===== src/rtl/shift_ctrl_pkg.sv =====
// shift_ctrl_pkg: shared state encoding for the shift_reg_ctrl serializer.
// Exports STATE_W (state register width) and state_t (IDLE=0, SHIFT=1, PARITY=2, DONE=3).
package shift_ctrl_pkg;
    localparam int STATE_W = 2;
    typedef enum logic [STATE_W-1:0] {
        IDLE   = 2'd0,
        SHIFT  = 2'd1,
        PARITY = 2'd2,
        DONE   = 2'd3
    } state_t;
endpackage


===== src/rtl/shift_reg_core.sv =====
// shift_reg_core: loadable shift register whose output bit is a flop bit.
// Ports: clk, rst (sync, active high); load (capture din, wins over shift);
// shift (advance one bit, zero fill); din [WIDTH-1:0]; bit_out (MSB, or LSB when LSB_FIRST).
module shift_reg_core #(
    parameter int WIDTH     = 8,
    parameter bit LSB_FIRST = 1'b0
) (
    input  logic             clk,
    input  logic             rst,
    input  logic             load,
    input  logic             shift,
    input  logic [WIDTH-1:0] din,
    output logic             bit_out
);
    logic [WIDTH-1:0] data_q, data_d;

    always_comb begin
        data_d  = load ? din : shift ? (LSB_FIRST ? data_q >> 1 : data_q << 1) : data_q;
        bit_out = LSB_FIRST ? data_q[0] : data_q[WIDTH-1];
    end

    always_ff @(posedge clk) begin
        if (rst) data_q <= '0;
        else     data_q <= data_d;
    end
endmodule


===== src/rtl/shift_reg_ctrl.sv =====
// shift_reg_ctrl: parallel-to-serial controller with abort and optional even parity bit.
// Ports: clk, rst (sync, active high); din [WIDTH-1:0], din_valid, din_ready (word handshake);
// abort (cancel transfer); sout, sout_valid (serial stream); busy; done (completion pulse).
// Optional feature: define SHIFT_REG_CTRL_PARITY_EN to append an even parity bit.
module shift_reg_ctrl
    import shift_ctrl_pkg::*;
#(
    parameter int WIDTH     = 8,
    parameter bit LSB_FIRST = 1'b0
) (
    input  logic             clk,
    input  logic             rst,
    input  logic [WIDTH-1:0] din,
    input  logic             din_valid,
    output logic             din_ready,
    input  logic             abort,
    output logic             sout,
    output logic             sout_valid,
    output logic             busy,
    output logic             done
);
    localparam int CW = $clog2(WIDTH);

    state_t           state_q, state_d;
    logic [CW-1:0]    cnt_q, cnt_d;
    logic             sout_valid_q, sout_valid_d;
    logic             busy_q, busy_d;
    logic             done_q, done_d;
    logic             din_ready_q, din_ready_d;
    logic             load, shift;
    logic [WIDTH-1:0] core_din;
`ifdef SHIFT_REG_CTRL_PARITY_EN
    logic             par_q, par_d;
`endif

    // sout is the core's output flop; the register is zero-filled as it shifts
    // and cleared on abort, so sout reads 0 whenever no bit is valid.
    shift_reg_core #(.WIDTH(WIDTH), .LSB_FIRST(LSB_FIRST)) u_core (
        .clk     (clk),
        .rst     (rst),
        .load    (load),
        .shift   (shift),
        .din     (core_din),
        .bit_out (sout)
    );

    always_comb begin
        state_d  = state_q;
        cnt_d    = cnt_q;
        load     = 1'b0;
        shift    = 1'b0;
        core_din = din;
`ifdef SHIFT_REG_CTRL_PARITY_EN
        par_d    = par_q;
`endif
        case (state_q)
            IDLE: if (din_valid) begin
                state_d = SHIFT;
                cnt_d   = CW'(WIDTH - 1);
                load    = 1'b1;
`ifdef SHIFT_REG_CTRL_PARITY_EN
                par_d   = ^din;
`endif
            end
            SHIFT: if (abort) begin
                state_d  = IDLE;
                cnt_d    = '0;
                load     = 1'b1;
                core_din = '0;
            end else if (cnt_q == '0) begin
`ifdef SHIFT_REG_CTRL_PARITY_EN
                // parity goes into the output bit position so it follows the last data bit
                state_d  = PARITY;
                load     = 1'b1;
                core_din = LSB_FIRST ? WIDTH'(par_q) : {par_q, {(WIDTH-1){1'b0}}};
`else
                state_d  = DONE;
                shift    = 1'b1;
`endif
            end else begin
                cnt_d = cnt_q - 1'b1;
                shift = 1'b1;
            end
`ifdef SHIFT_REG_CTRL_PARITY_EN
            PARITY: begin
                state_d  = abort ? IDLE : DONE;
                load     = 1'b1;
                core_din = '0;
            end
`endif
            DONE:    state_d = IDLE;
            default: state_d = IDLE;
        endcase
        sout_valid_d = (state_d == SHIFT) || (state_d == PARITY);
        busy_d       = state_d != IDLE;
        done_d       = state_d == DONE;
        din_ready_d  = state_d == IDLE;
    end

    always_ff @(posedge clk) begin
        if (rst) begin
            state_q      <= IDLE;
            cnt_q        <= '0;
            sout_valid_q <= 1'b0;
            busy_q       <= 1'b0;
            done_q       <= 1'b0;
            din_ready_q  <= 1'b1;
`ifdef SHIFT_REG_CTRL_PARITY_EN
            par_q        <= 1'b0;
`endif
        end else begin
            state_q      <= state_d;
            cnt_q        <= cnt_d;
            sout_valid_q <= sout_valid_d;
            busy_q       <= busy_d;
            done_q       <= done_d;
            din_ready_q  <= din_ready_d;
`ifdef SHIFT_REG_CTRL_PARITY_EN
            par_q        <= par_d;
`endif
        end
    end

    assign sout_valid = sout_valid_q;
    assign busy       = busy_q;
    assign done       = done_q;
    assign din_ready  = din_ready_q;
endmodule


===== config.mk =====
export PLATFORM = sky130hd
export DESIGN_NAME = shift_reg_ctrl
export DESIGN_NICKNAME = d
export VERILOG_FILES = /design/src/rtl/shift_ctrl_pkg.sv /design/src/rtl/shift_reg_core.sv /design/src/rtl/shift_reg_ctrl.sv
export SDC_FILE = /design/constraint.sdc
export NUM_CORES = 1
export LEC_CHECK = 0
export CAP_MARGIN = 20
export CELL_PAD_IN_SITES_DETAIL_PLACEMENT = 2
export CELL_PAD_IN_SITES_GLOBAL_PLACEMENT = 2
export CORE_MARGIN = 3
export CORE_UTILIZATION = 26
export CTS_CLUSTER_DIAMETER = 50
export DETAILED_ROUTE_END_ITERATION = 10
export PLACE_DENSITY_LB_ADDON = 0.1
export SETUP_SLACK_MARGIN = 0.5
export SYNTH_ARGS = -nofsm -noshare
export SYNTH_HDL_FRONTEND = slang
export SYNTH_SLANG_ARGS = --single-unit

===== constraint.sdc =====
create_clock -name clk -period 1.6 [get_ports clk]
set_input_delay 0.16 -clock clk [delete_from_list [all_inputs] [get_ports clk]]
set_output_delay 0.16 -clock clk [all_outputs]
set_load 0.01 [all_outputs]

==> metrics.cfg, run 1 <==
[clocking]
clk_pin_slew_ns=0.10
cts_root_buffer=clkbuf_4
cts_buffers=3
cts_hold_buffers=0
clock_sinks=17
cts_max_level=1
clk_path_buf_depth=2
clk_latency_ns=0.29
cts_tree=done

[layout]
n_fill_cell=308
n_antenna_cell=0
area_growth_pct=56.9
fin_cells=141
drive_gt1_frac=0.382
nets=128
ff_latch_area_um2=343
multi_input_area_um2=474
fin_area_um2=1220

[power]
power_density_nw_per_um2=815
p_comb_frac=0.289
ir_worst_vdd_uv=549
swShare=0.290
cellLeakagePower_nw=0.477
power_switching_uw=288
seqPwrFrac=0.476
p_int_uw=704
pwr-share-clk=0.235

[yosys]
synthCells=80
synth_area_um2=776
synth-seq-cells=17
avgSynthCellArea_um2=9.70
synth_seq_area_share=0.439
ys_warn_count=0
synthesis.nets=97
synth_cell_types=21

[critical_path]
r2r_end=din_ready
worstPathRequired_ns=1.80
slowest_delay_ns=0.40
criticalPathCategory=reg -> reg
cpMaxStageDelayCell=or3_4
ff2ff_setup_slack_ns=0.009
endpoint_kind=register
r2r-start=cnt_q[0]
cp_common_cell=ha_4
crit_path_cell_trace=inv_2 -> ha_4 -> ha_4 -> inv_2 -> or3_4 -> ha_4 -> or2_4
worstPathMaxFanout=4
start_kind=register
r2r_cells=7
cp_data_arrival_time_ns=1.79

[sta]
rsz0062_at_grt=true
max_slew_margin=0.782
holdWs_ns=0.488
finalCriticalPeriod_ns=1.59
fmax_mhz=629
maxSlewViolCount=0
skew_ns=0.00218
min_period_over_period=0.994
finalSetupViolations=0
hold_violations=0
worst_pin_slew_ns=0.327
final.setup.tns_ns=0

[global_routing]
grt_usage=0.141
grt_max_degree=12
grtUsageMet3=0.0511
gr-usage-met1=0.186
overflow=0
grt_pass1_vias=791
top_usage_layer=met2
grt_use_met2=0.224
grt_pass1_wl_mm=3.75
antenna_found_initial=0

[die]
die_x_um=60.6
num_io_pins=17
die_height_um=60.6
core_region_area_um2=2810
dieArea_um2=3670
start_util=0.277
rows=19

[detailed_routing]
drcViolationCount=0
via_per_inst=5.01
totalWireLength_mm=2.21
drt_iter0_drc=30
antenna_left=0
drtPass1Iterations=3
routed-via-count=706
wl_per_cell_um=15.7

[job]
drv_cap=0

[min_path]
holdCritPathClass=reg -> reg
hp-start=u_core.data_q[1]
holdPathStages=2
hold_path_end=u_core.data_q[1]

[place]
io_buffers=16
dp_cells=132
dpl.hpwl_mm=1.59
place.gp.congestion=0.777
dpl_cell_area_um2=1080

[outcome]
status=finished clean

## cells in the final DEF, fill, tap and decap left out, types with 4 or more instances in the layout
cell type / netlist / final
dfxtp_1: 17 / 15
inv_1: 14 / 11
clkdlybuf4s50_1: 0 / 11
buf_4: 1 / 10
o32ai_1: 7 / 7
a32oi_1: 7 / 6
inv_2: 1 / 4
a21oi_1: 4 / 4
ha_4: 0 / 4
buf_6: 0 / 4
## cell usage after synthesis
cell	instances	area share
inv_1	14	0.068
inv_2	1	0.0048
or3_4	1	0.015
a31oi_2	1	0.016
clkbuf_1	2	0.0097
nor4bb_1	1	0.013
buf_4	1	0.0097
or2_2	1	0.0081
a21oi_1	4	0.026
or2_1	1	0.0081
dfxtp_1	17	0.44
buf_2	1	0.0064
nor2b_1	4	0.032
nor2_1	4	0.019
o21bai_1	2	0.019
a32oi_1	7	0.079
o32ai_1	7	0.079
o221a_1	3	0.044
ha_1	5	0.081
nor2_2	2	0.016
nand2b_1	1	0.0081
## area by class of cell
| class | count | share of cell area |
|---|---|---|
| repair buffers | 30 | 0.228 |
| flip-flops and latches | 17 | 0.282 |
| multi-input cells | 44 | 0.390 |
| clock inverters | 1 | 0.00411 |
| clock buffers | 3 | 0.0185 |
| inverters | 15 | 0.0462 |
| well taps | 31 | 0.0319 |
## cells by family (layout without fill, tap and decap cells)
logic type,count (synthesis),after routing,synth area share
adder cells (fa/ha/maj),5,5,0.0806
buffers and inverters,19,49,0.0984
AO/OA/AOI/OAI,24,24,0.263
AND/OR/NAND/NOR,15,15,0.119
flip-flops,17,17,0.439
## what timing repair did
action	CTS	global route
pin swaps	6	1
resized for setup	14	11
buffers inserted	5	0
endpoints found under the setup margin	20	19
## worst max path at each step
stage | startpoint | to | cells after the start
5_1_grt | cnt_q[0] | din_ready | 7
2_1_floorplan | cnt_q[1] | din_ready | 7
3_5_place_dp | cnt_q[0] | din_ready | 7
6_report | cnt_q[0] | din_ready | 7
4_1_cts | cnt_q[0] | din_ready | 7
3_3_place_gp | din_valid | done | 6
## state kept, by name, summed over array words and instances, names as in the netlist
name,cells
cnt_q,3
done,1
busy,1
state_q,2
din_ready,1
u_core.data_q,8
sout_valid,1
## per-stage QoR
step,setup WS (ns),util,power (mW)
floorplan,0.0339,-,0.609
global placement,0.0222,0.385,0.708
detailed placement,-0.0189,0.385,0.717
CTS,0.0114,0.420,0.985
global route,-0.0319,0.434,1.06
finish,0.00895,0.434,0.992
## worst max-delay path: cells and delay by family, from the launching register on
kind          cells  cell delay, ns
fa+ha+maj         3            0.44
buf+inv           2            0.11
flops             1            0.34
simple gates      2            0.61
## power groups by stage
stage / Sequential, mW / Combinational, mW / Clock, mW
3_5_place_dp: 0.482 / 0.235 / 0
6_report: 0.472 / 0.286 / 0.233
2_1_floorplan: 0.483 / 0.126 / 0
5_1_grt: 0.477 / 0.320 / 0.264
4_1_cts: 0.472 / 0.269 / 0.245
3_3_place_gp: 0.480 / 0.227 / 0
## layer usage
| metal | share of wire | vias up |
|---|---|---|
| li1 | - | 347 |
| met1 | 0.48 | 346 |
| met2 | 0.47 | 11 |
| met3 | 0.048 | 2 |
| met4 | 0.0041 | 0 |
| met5 | 0 | - |
(Power assumes the default switching activity.)
==> inputs of run 2 (changes only) <==
Settings changed: RECOVER_POWER set to 25.
==> metrics.cfg, run 2 (same netlist as run 1, synthesis figures left out) <==
[outcome]
status=finished clean

[critical_path]
endpoint_kind=register
criticalPathCategory=reg -> reg
worstPathRequired_ns=1.80  ; about the same
cp_num_buf_inv=2  ; unchanged
start_kind=register
cp_common_cell=ha_4
cp_data_arrival_time_ns=1.79  ; about the same
cpMaxStageDelayCell=or3_4
crit_start=cnt_q[0]
worstPathMaxFanout=4  ; unchanged
slowest_delay_ns=0.40  ; about the same
r2r-start=cnt_q[0]
path_delay_family=simple AND/OR/NAND/NOR gates
crit_path_cell_trace=inv_2 -> ha_4 -> ha_4 -> inv_2 -> or3_4 -> ha_4 -> or2_4

[power]
cellLeakagePower_nw=0.470  ; -1.4%
ir_worst_vdd_uv=549  ; -0.11%
power_density_nw_per_um2=817  ; +0.25%

[global_routing]
antenna_found_initial=0  ; unchanged
grt_max_degree=12  ; unchanged
grt_pass1_wl_mm=3.75  ; unchanged
grt_usage=0.141  ; unchanged
grt_pass1_vias=791  ; unchanged
overflow=0  ; unchanged

[die]
die_height_um=60.6  ; unchanged
core_region_area_um2=2810  ; unchanged
dieArea_um2=3670  ; unchanged
start_util=0.277  ; unchanged
rows=19  ; unchanged
num_io_pins=17  ; unchanged
die_x_um=60.6  ; unchanged

[sta]
max_slew_margin=0.630  ; -0.152
rsz0062_at_grt=true
fmax_mhz=628  ; about the same
holdWs_ns=0.488  ; unchanged
min_period_over_period=0.995  ; about the same
hold_violations=0  ; unchanged
finalSetupViolations=0  ; unchanged
worst_pin_slew_ns=0.554  ; +0.227 ns
finalCriticalPeriod_ns=1.59  ; +0.000304 ns
maxSlewViolCount=0  ; unchanged
skew_ns=0.00195  ; -0.000232 ns

[clocking]
cts_buffers=3  ; unchanged
cts_hold_buffers=0  ; unchanged
cts_root_buffer=clkbuf_4
cts_max_level=1  ; unchanged
clk_pin_slew_ns=0.10  ; about the same
clock_sinks=17  ; unchanged
clk_latency_ns=0.29  ; about the same
cts_tree=done
clk_path_buf_depth=2  ; unchanged

[place]
io_buffers=16  ; unchanged
dpl.hpwl_mm=1.59  ; unchanged
dp_cells=132  ; unchanged
dpl_cell_area_um2=1080  ; unchanged
place.gp.congestion=0.777  ; unchanged

[layout]
n_antenna_cell=0  ; unchanged
fin_area_um2=1210  ; -0.31%
final_common_cell=dfxtp_1
fin_cells=141  ; unchanged
area_growth_pct=56.5
reg_top3=u_core.data_q (8), cnt_q (3), state_q (2)
layout_common_cells=dfxtp_1, inv_1, clkdlybuf4s50_1, buf_4, o32ai_1
drive_gt1_frac=0.373  ; -0.00909
largest_reg_flops=8  ; unchanged
nets=128  ; unchanged
largest-register=u_core.data_q
postLayoutCoreUtil=0.433  ; -0.00134

[detailed_routing]
drt_iter0_drc=30  ; unchanged
totalWireLength_mm=2.22  ; +0.27%
drtPass1Iterations=3  ; unchanged
wl_per_cell_um=15.7  ; +0.27%
drcViolationCount=0  ; unchanged
antenna_left=0  ; unchanged
routed-via-count=704  ; -0.28%
via_per_inst=4.99  ; -0.28%

[job]
drv_cap=0  ; unchanged

[min_path]
holdCritPathClass=reg -> reg
hp-start=u_core.data_q[1]

-- run 2: routing by layer --
layer	GRT usage	vias to the layer above	routed length, µm
met5	0	-	0
met3	0.0511	2	105
met1	0.186	344	1080
met2	0.224	11	1030
li1	-	347	-
met4	0.0279	0	9
-- run 2: path summary, 6_finish.rpt --
path                      end  slack, ns  cells after the start
min reg2reg  u_core.data_q[1]       0.49                      2
max                 din_ready      0.009                      7
max reg2reg         din_ready      0.009                      7
min          u_core.data_q[1]       0.49                      2
-- run 2: through the flow --
step	total power [mW]	setup TNS [ns]	setup slack [ns]
floorplan	0.609	0	0.0339
global placement	0.708	0	0.0222
detailed placement	0.717	-0.0189	-0.0189
CTS	0.985	0	0.0114
global route	1.06	-0.0449	-0.0319
finish	0.991	0	0.00865
-- run 2: report_power, final --
part	internal, mW	switching, mW	total (mW)	leakage (nW)
clock network	0.0931	0.140	0.233	0.0177
registers	0.456	0.0169	0.472	0.141
logic	0.155	0.131	0.286	0.312
total	0.703	0.288	0.991	0.470
-- run 2: worst register-to-register path, stage by stage (launching register included) --
cell     delay, ns
dfxtp_2       0.34
inv_2         0.07
ha_4          0.14
ha_4          0.13
inv_2         0.04
or3_4         0.40
ha_4          0.17
or2_4         0.21
-- run 2: layout make-up --
| class | count | area (µm²) |
|---|---|---|
| clock buffer | 3 | 22.5 |
| clock inverter | 1 | 5.00 |
| multi-input combinational | 44 | 470 |
| fill | 308 | 1590 |
| sequential | 17 | 343 |
| inverter | 15 | 56.3 |
| timing repair buffer | 30 | 278 |
| tap | 31 | 38.8 |
-- run 2: timing repair --
item                                    CTS  global route
cloned                                    0             0
gates resized for setup                  14            11
endpoints found under the setup margin   20            19
pin swaps                                 6             1
setup buffers                             5             0
